===== config.mk =====
export PLATFORM = sky130hd
export DESIGN_NAME = regfile_dump_reader
export DESIGN_NICKNAME = d
export VERILOG_FILES = /design/src/rtl/riscv_pkg.sv /design/src/rtl/regfile_dump_reader.sv
export SDC_FILE = /design/constraint.sdc
export NUM_CORES = 1
export LEC_CHECK = 0
export BUFFER_PORTS_ARGS = -buffer_cell sky130_fd_sc_hd__buf_2
export CORE_MARGIN = 2
export CORE_UTILIZATION = 50
export CTS_BUF_LIST = sky130_fd_sc_hd__clkbuf_8
export CTS_CLUSTER_DIAMETER = 100
export CTS_CLUSTER_SIZE = 28
export DETAILED_ROUTE_END_ITERATION = 8
export GPL_TIMING_DRIVEN = 0
export PLACE_DENSITY = 0.82
export SYNTH_ARGS = -nofsm -noshare
export SYNTH_HDL_FRONTEND = slang
export SYNTH_SLANG_ARGS = --single-unit

===== constraint.sdc =====
create_clock -name clk -period 2 [get_ports clk]
set_input_delay 0.3 -clock clk [delete_from_list [all_inputs] [get_ports clk]]
set_output_delay 0.3 -clock clk [all_outputs]
set_load 0.03 [all_outputs]

===== src/rtl/riscv_pkg.sv =====
// -----------------------------------------------------------------------------
// riscv_pkg
// Shared definitions for the integer register file and the blocks that sit
// on its ports.
//   XLEN        : width of one integer register
//   REG_ADDR_W  : width of a register index
//   NUM_REGS    : number of architectural integer registers
//   dump_state_t: state encoding of the register-file dump reader
// -----------------------------------------------------------------------------
package riscv_pkg;

  localparam int XLEN       = 32;
  localparam int REG_ADDR_W = 5;
  localparam int NUM_REGS   = 32;

  typedef enum logic [1:0] {
    IDLE,
    READ,
    SEND,
    DONE
  } dump_state_t;

endpackage


===== src/rtl/regfile_dump_reader.sv =====
// -----------------------------------------------------------------------------
// regfile_dump_reader
// Debug readout master on a spare read port of the integer register file.
// Reads either one selected register or an ascending sweep FIRST_REG..LAST_REG
// and streams each captured word out over a valid/ready interface.
//
// Ports
//   clk, rst_n    : clock (rising edge), asynchronous active-low reset
//   start         : request a readout (sampled only in IDLE)
//   mode_single   : with start: 1 = read req_addr only, 0 = full sweep
//   req_addr      : register index for single mode
//   abort         : synchronous cancel of a readout in progress
//   rf_addr       : register-file read address (always equals cur)
//   rf_data       : register-file read data, combinational from rf_addr
//   out_valid     : out_data / out_addr / out_last are valid
//   out_ready     : consumer accepts the current word
//   out_data      : captured register value (x0 always reads as zero)
//   out_addr      : register index the word came from
//   out_last      : final word of this readout
//   busy          : high in every state except IDLE
//   done          : one-cycle pulse after the final word is accepted
// -----------------------------------------------------------------------------
module regfile_dump_reader #(
  parameter int XLEN       = riscv_pkg::XLEN,
  parameter int REG_ADDR_W = riscv_pkg::REG_ADDR_W,
  parameter int FIRST_REG  = 0,
  parameter int LAST_REG   = 31
) (
  input  logic                  clk,
  input  logic                  rst_n,
  input  logic                  start,
  input  logic                  mode_single,
  input  logic [REG_ADDR_W-1:0] req_addr,
  input  logic                  abort,
  output logic [REG_ADDR_W-1:0] rf_addr,
  input  logic [XLEN-1:0]       rf_data,
  output logic                  out_valid,
  input  logic                  out_ready,
  output logic [XLEN-1:0]       out_data,
  output logic [REG_ADDR_W-1:0] out_addr,
  output logic                  out_last,
  output logic                  busy,
  output logic                  done
);

  import riscv_pkg::dump_state_t, riscv_pkg::IDLE, riscv_pkg::READ,
         riscv_pkg::SEND, riscv_pkg::DONE;

  dump_state_t           state;
  logic [REG_ADDR_W-1:0] cur;   // register currently addressed
  logic [REG_ADDR_W-1:0] last;  // final register of this readout

  // The read port follows cur directly so rf_data is settled by the READ edge.
  assign rf_addr = cur;

  // NOTE: every register here is written with <= so all state updates see the
  // values from before the edge; a blocking '=' would let later statements in
  // this block observe half-updated state and break the FSM ordering.
  always_ff @(posedge clk or negedge rst_n) begin
    if (!rst_n) begin
      state     <= IDLE;
      cur       <= '0;
      last      <= '0;
      out_valid <= 1'b0;
      out_data  <= '0;
      out_addr  <= '0;
      out_last  <= 1'b0;
      busy      <= 1'b0;
      done      <= 1'b0;
    end else if (abort && (state != IDLE)) begin
      // Abort wins over a same-cycle handshake: that word is dropped.
      state     <= IDLE;
      out_valid <= 1'b0;
      out_last  <= 1'b0;
      busy      <= 1'b0;
      done      <= 1'b0;
    end else begin
      case (state)
        IDLE: begin
          if (start) begin
            if (mode_single) begin
              cur  <= req_addr;
              last <= req_addr;
            end else begin
              cur  <= REG_ADDR_W'(FIRST_REG);
              last <= REG_ADDR_W'(LAST_REG);
            end
            busy  <= 1'b1;
            state <= READ;
          end
        end

        READ: begin
          // x0 is hardwired to zero regardless of what the array holds.
          out_data  <= (cur == '0) ? '0 : rf_data;
          out_addr  <= cur;
          out_last  <= (cur == last);
          out_valid <= 1'b1;
          state     <= SEND;
        end

        SEND: begin
          if (out_ready) begin
            out_valid <= 1'b0;
            if (out_last) begin
              done  <= 1'b1;
              state <= DONE;
            end else begin
              // No wrap check needed: the sweep stops at last <= max index.
              cur   <= cur + 1'b1;
              state <= READ;
            end
          end
        end

        DONE: begin
          done  <= 1'b0;
          busy  <= 1'b0;
          state <= IDLE;
        end

        default: state <= IDLE;
      endcase
    end
  end

endmodule


# Word level (Yosys, flattened, before mapping)
# Index checks and enable logic that the tools add are counted.
# word_totals
register_bits	53
in_bits	43
wordCells	61
# op_classes
add_sub_neg	1
eq_ne	10
mux	24
bitwise_logic	1
n_reduce_logical	16
# ops
operator	count
two-way mux 32 bit	1
two-way mux 5 bit	5
one-hot mux 5 bit (2 select lines)	1
two-way mux 1 bit	9
inequality test 3 bit, second input constant	3
nonzero test 3 bit	3
two-way mux 2 bit	4
one-hot mux 2 bit (4 select lines)	1
AND reduction 2 bit	4
inequality test 2 bit, second input constant	3
one-hot mux 1 bit (2 select lines)	3
AND reduction 3 bit	2
nonzero test 2 bit	3
adder 5 x 1 -> 5 bit, second input constant	1
equality test 5 bit	1
logical NOT 5 bit	1
AND reduction 5 bit	1
equality test 2 bit, second input constant	2
equality test 2 x 1 -> 1 bit, second input constant	1
logical NOT 2 bit	1
logical AND 1 bit	1
inverter 1 bit	1

# Depth between registers and ports, before layout
# logic_depth
word_depth	4
ltp_mapped	6

# Least setup slack after synthesis
# No wires, ideal clock.
# synth_path
path_type	flip-flop to flip-flop
startpoint	register state[1]
endpoint	register out_last
t_arrival_ps	1609
t_required_ps	1905
setup_slack_ps	296
path_stages_with_launch	5
path_cell_list	dfrtp_1 > or3b_1 > clkbuf_1 > or4_1 > o31ai_1
# synth_via
elab_chain_len	3
elab_cells_between_ends	5
# synth_rtl
element	line_no	rtl
from (decl)	regfile_dump_reader.sv:49	dump_state_t state;
from (signal assigned)	regfile_dump_reader.sv:61	state <= IDLE;
from (signal assigned)	regfile_dump_reader.sv:72	state <= IDLE;
from (signal assigned)	regfile_dump_reader.sv:89	state <= READ;
nonzero test 2 bit	regfile_dump_reader.sv:70	end else if (abort && (state != IDLE)) begin
logical AND 1 bit	regfile_dump_reader.sv:70	
two-way mux 1 bit or nonzero test 2 bit (tied branches)	-	
to (signal assigned)	regfile_dump_reader.sv:97	out_last <= (cur == last);
to (decl)	regfile_dump_reader.sv:41	output logic out_last,
# Several ways; a longest one is shown, not always the timed one.
# A chain may end at the register's enable or synchronous reset.

# Worst setup path in the final report
# layout_path
startpoint	register state[0]
endpoint	register cur[3] (netlist: rf_addr[3])
# layout_via
elab_chain_len	4
elab_cells_between_ends	11
# layout_rtl
element	line_no	rtl
branches (longest 4 deep; another with AND reduction 5 bit)	-	
to (signal assigned)	regfile_dump_reader.sv:82	cur <= req_addr;
to (signal assigned)	regfile_dump_reader.sv:85	cur <= REG_ADDR_W'(FIRST_REG);
to (signal assigned)	regfile_dump_reader.sv:110	cur <= cur + 1'b1;
to (decl)	regfile_dump_reader.sv:50	logic [REG_ADDR_W-1:0] cur;
# Several ways; the timed one is not identified.

==> flow_summary_export.csv <==
group,metric,value,unit
place,place.gp.congestion,0.842,
final_layout,drive_gt1_frac,0.369,
timing,timing.fmax,537,MHz
drt,ant_nets,0,
timing,worst_slew_pin_slew,1.15,ns
yosys,synthFlopType,"dfrtp_1",
yosys,ys_async_sr_fraction,1.00,
clock_network,numClockSinks,53,
clock_network,clk_pin_slew_worst_paths,0.10,ns
die,initial_utilization,0.513,
clock_network,cts_tree,"yes",
critical_path,rrSetupSlack,0.14,ns
critical_path,crit_type,"reg2reg",
power,p_leak,1.45,nW
die,rows,24,
final_layout,synthToLayoutAreaGrowth,27.6,%
drt,wirelength,5030,µm
final_layout,fin_util,0.655,
grt,grt_usage,0.209,
drt,avgRoutedWirePerCell,15.2,µm
clock_network,cts_resized,0,
timing,min_period,1.86,ns
timing,relSlewSlack,0.234,
critical_path,critPathArrivalTime,2.03,ns
final_layout,nNetsFinal,323,
critical_path,reg2reg_from,"state[0]",
die,die_area,4990,µm²
critical_path,start_kind,"register",
timing,setup_violations,0,
hold_path,hp-start,"rf_data[2]",
die,dieWidth,70.6,µm
clock_network,max-clock-path-buffers,2,
clock_network,clk_latency,0.31,ns
yosys,yosysMostFrequentCell,"dfrtp_1",
clock_network,root_buffer,"clkbuf_8",
timing,finalMaxSlewViolations,0,
timing,hold_viol,0,
yosys,yosysSeqAreaShare,0.598,
hold_path,hold_path_class,"in2reg",
clock_network,cts_htree_levels,2,
hold_path,hold_depth,2,
status,outcome,"complete, no violations",
critical_path,reg2regPathDepth,4,
yosys,syn_area_per_cell,12.1,µm²
drt,viasPerCell,5.45,
grt,grt_max_degree,54,
critical_path,worstPathMaxFanout,10,
yosys,yosysTopAreaCell,"dfrtp_1",
yosys,synth.distinct_cells,36,
timing,period_share,0.931,
die,die_y,70.6,µm
timing,final.setup_skew,0.0155,ns
power,p_per_area,1470,nW/µm²
yosys,syn_inst,184,
critical_path,cp.required,2.17,ns
power,ir_drop,644,µV
clock_network,cts-hold-fix-buffers,0,
yosys,synth_edf_count,0,
yosys,synth_warnings,0,
timing,grt_setup_unrepaired,"false",
critical_path,endpoint_kind,"register",
place,io_buffers,87,
flow_run,max_cap_viol_count,0,
grt,antenna_found_initial,0,
clock_network,cts_made_buffers,5,
yosys,synthesis.nets,229,
drt,drtPass1Iterations,4,
yosys,synth_area,2220,µm²
yosys,synthTopCellsByCount,"53 x dfrtp_1, 32 x a22o_1, 13 x inv_1",
clock_network,post-cts-setup-buffers,0,
drt,drt_iter0_markers,114,
grt,grt_overflow,0,
timing,setup_tns,0,ns
yosys,ys_seq_elements,53,
grt,grt_pass1_vias,1822,
die,core_area,4320,µm²
drt,dr_total_vias,1804,
place,place.detailed.hpwl,3670,µm
yosys,synth_top_area_share,0.598,
die,io_pins,89,
grt,grt_pass1_wl,8360,µm
critical_path,r2r_end,"rf_addr[3]",
critical_path,crit_end,"rf_addr[3]",
yosys,yosys-top-cells-area,"dfrtp_1 60%, a22o_1 13%, mux2i_1 2.3%, inv_1 2.2%, xor2_1 2.0%",
drt,drc,0,
final_layout,antenna_cells,0,
critical_path,cp-startpoint,"state[0]",
## sequential cells by signal (all words and copies together), names as in the netlist
register	flops
last	5
out_data	32
busy	1
out_valid	1
out_addr	5
done	1
out_last	1
rf_addr	5
state	2
## final cells by class
class,count,area [µm²]
sequential,53,1330
clock inverter,3,42.5
clock buffer,5,68.8
inverter,13,48.8
multi-input combinational,104,788
fill,361,1490
timing repair buffer,87,435
tap,52,65.1
buffer,14,56.3
## how the worst min path moves through the flow
stage	to	slack [ns]
after floorplan	busy	0.004
after global placement	out_addr[1]	0.46
after detailed placement	out_addr[0]	0.48
after CTS	out_data[2]	0.20
after global routing	out_data[12]	0.19
final	out_data[2]	0.20
## power breakdown
part | internal (mW) | total (mW) | switching, mW
Combinational | 0.612 | 1.77 | 1.16
Sequential | 1.44 | 1.68 | 0.236
Clock | 0.371 | 0.721 | 0.350
## cell families after synthesis
group,count (synthesis),share of synthesized area
compound gates,56,0.200
flops,53,0.598
simple gates,32,0.0823
buf+inv,27,0.0474
mux,8,0.0378
xor+xnor,5,0.0197
fa+ha+maj,3,0.0158
## metal layers
metal  wire, µm  up-vias  share of wire  track usage
met5          0        -              0            0
met4         44        0         0.0087       0.0650
met3        228        4          0.045       0.0456
met2       2620       54           0.52        0.352
met1       2140      889           0.42        0.274
li1           -      857              -            -
## through the flow
step	std cells	setup slack, ns	cell area [µm²]	hold slack, ns	power (mW)
CTS	331	0.142	2830	0.195	4.20
floorplan	184	0.296	2220	0.00441	2.90
detailed placement	323	0.145	2720	0.476	3.48
global route	331	0.0391	2830	0.193	4.39
finish	331	0.139	2830	0.199	4.17
global placement	323	0.147	2720	0.463	3.43
## cell usage in the layout (no fill, tap or decap), types with 3 or more instances in the layout
cell type	instances
dfrtp_1	53
mux2_2	3
and2_1	3
nand3_1	3
mux2i_1	5
nand2_1	7
clkbuf_8	5
a22o_1	32
a31oi_1	5
inv_1	14
nand2b_1	3
buf_2	90
clkbuf_1	9
nor2_1	6
xor2_1	5
o21ai_0	7
## critical path, stage by stage, from the launching register on
cell	delay [ns]
dfrtp_1	0.41
buf_1	0.23
or3b_2	0.52
o211ai_1	0.11
or3b_2	0.45
Note: power is estimated with default switching activity, not from simulation.
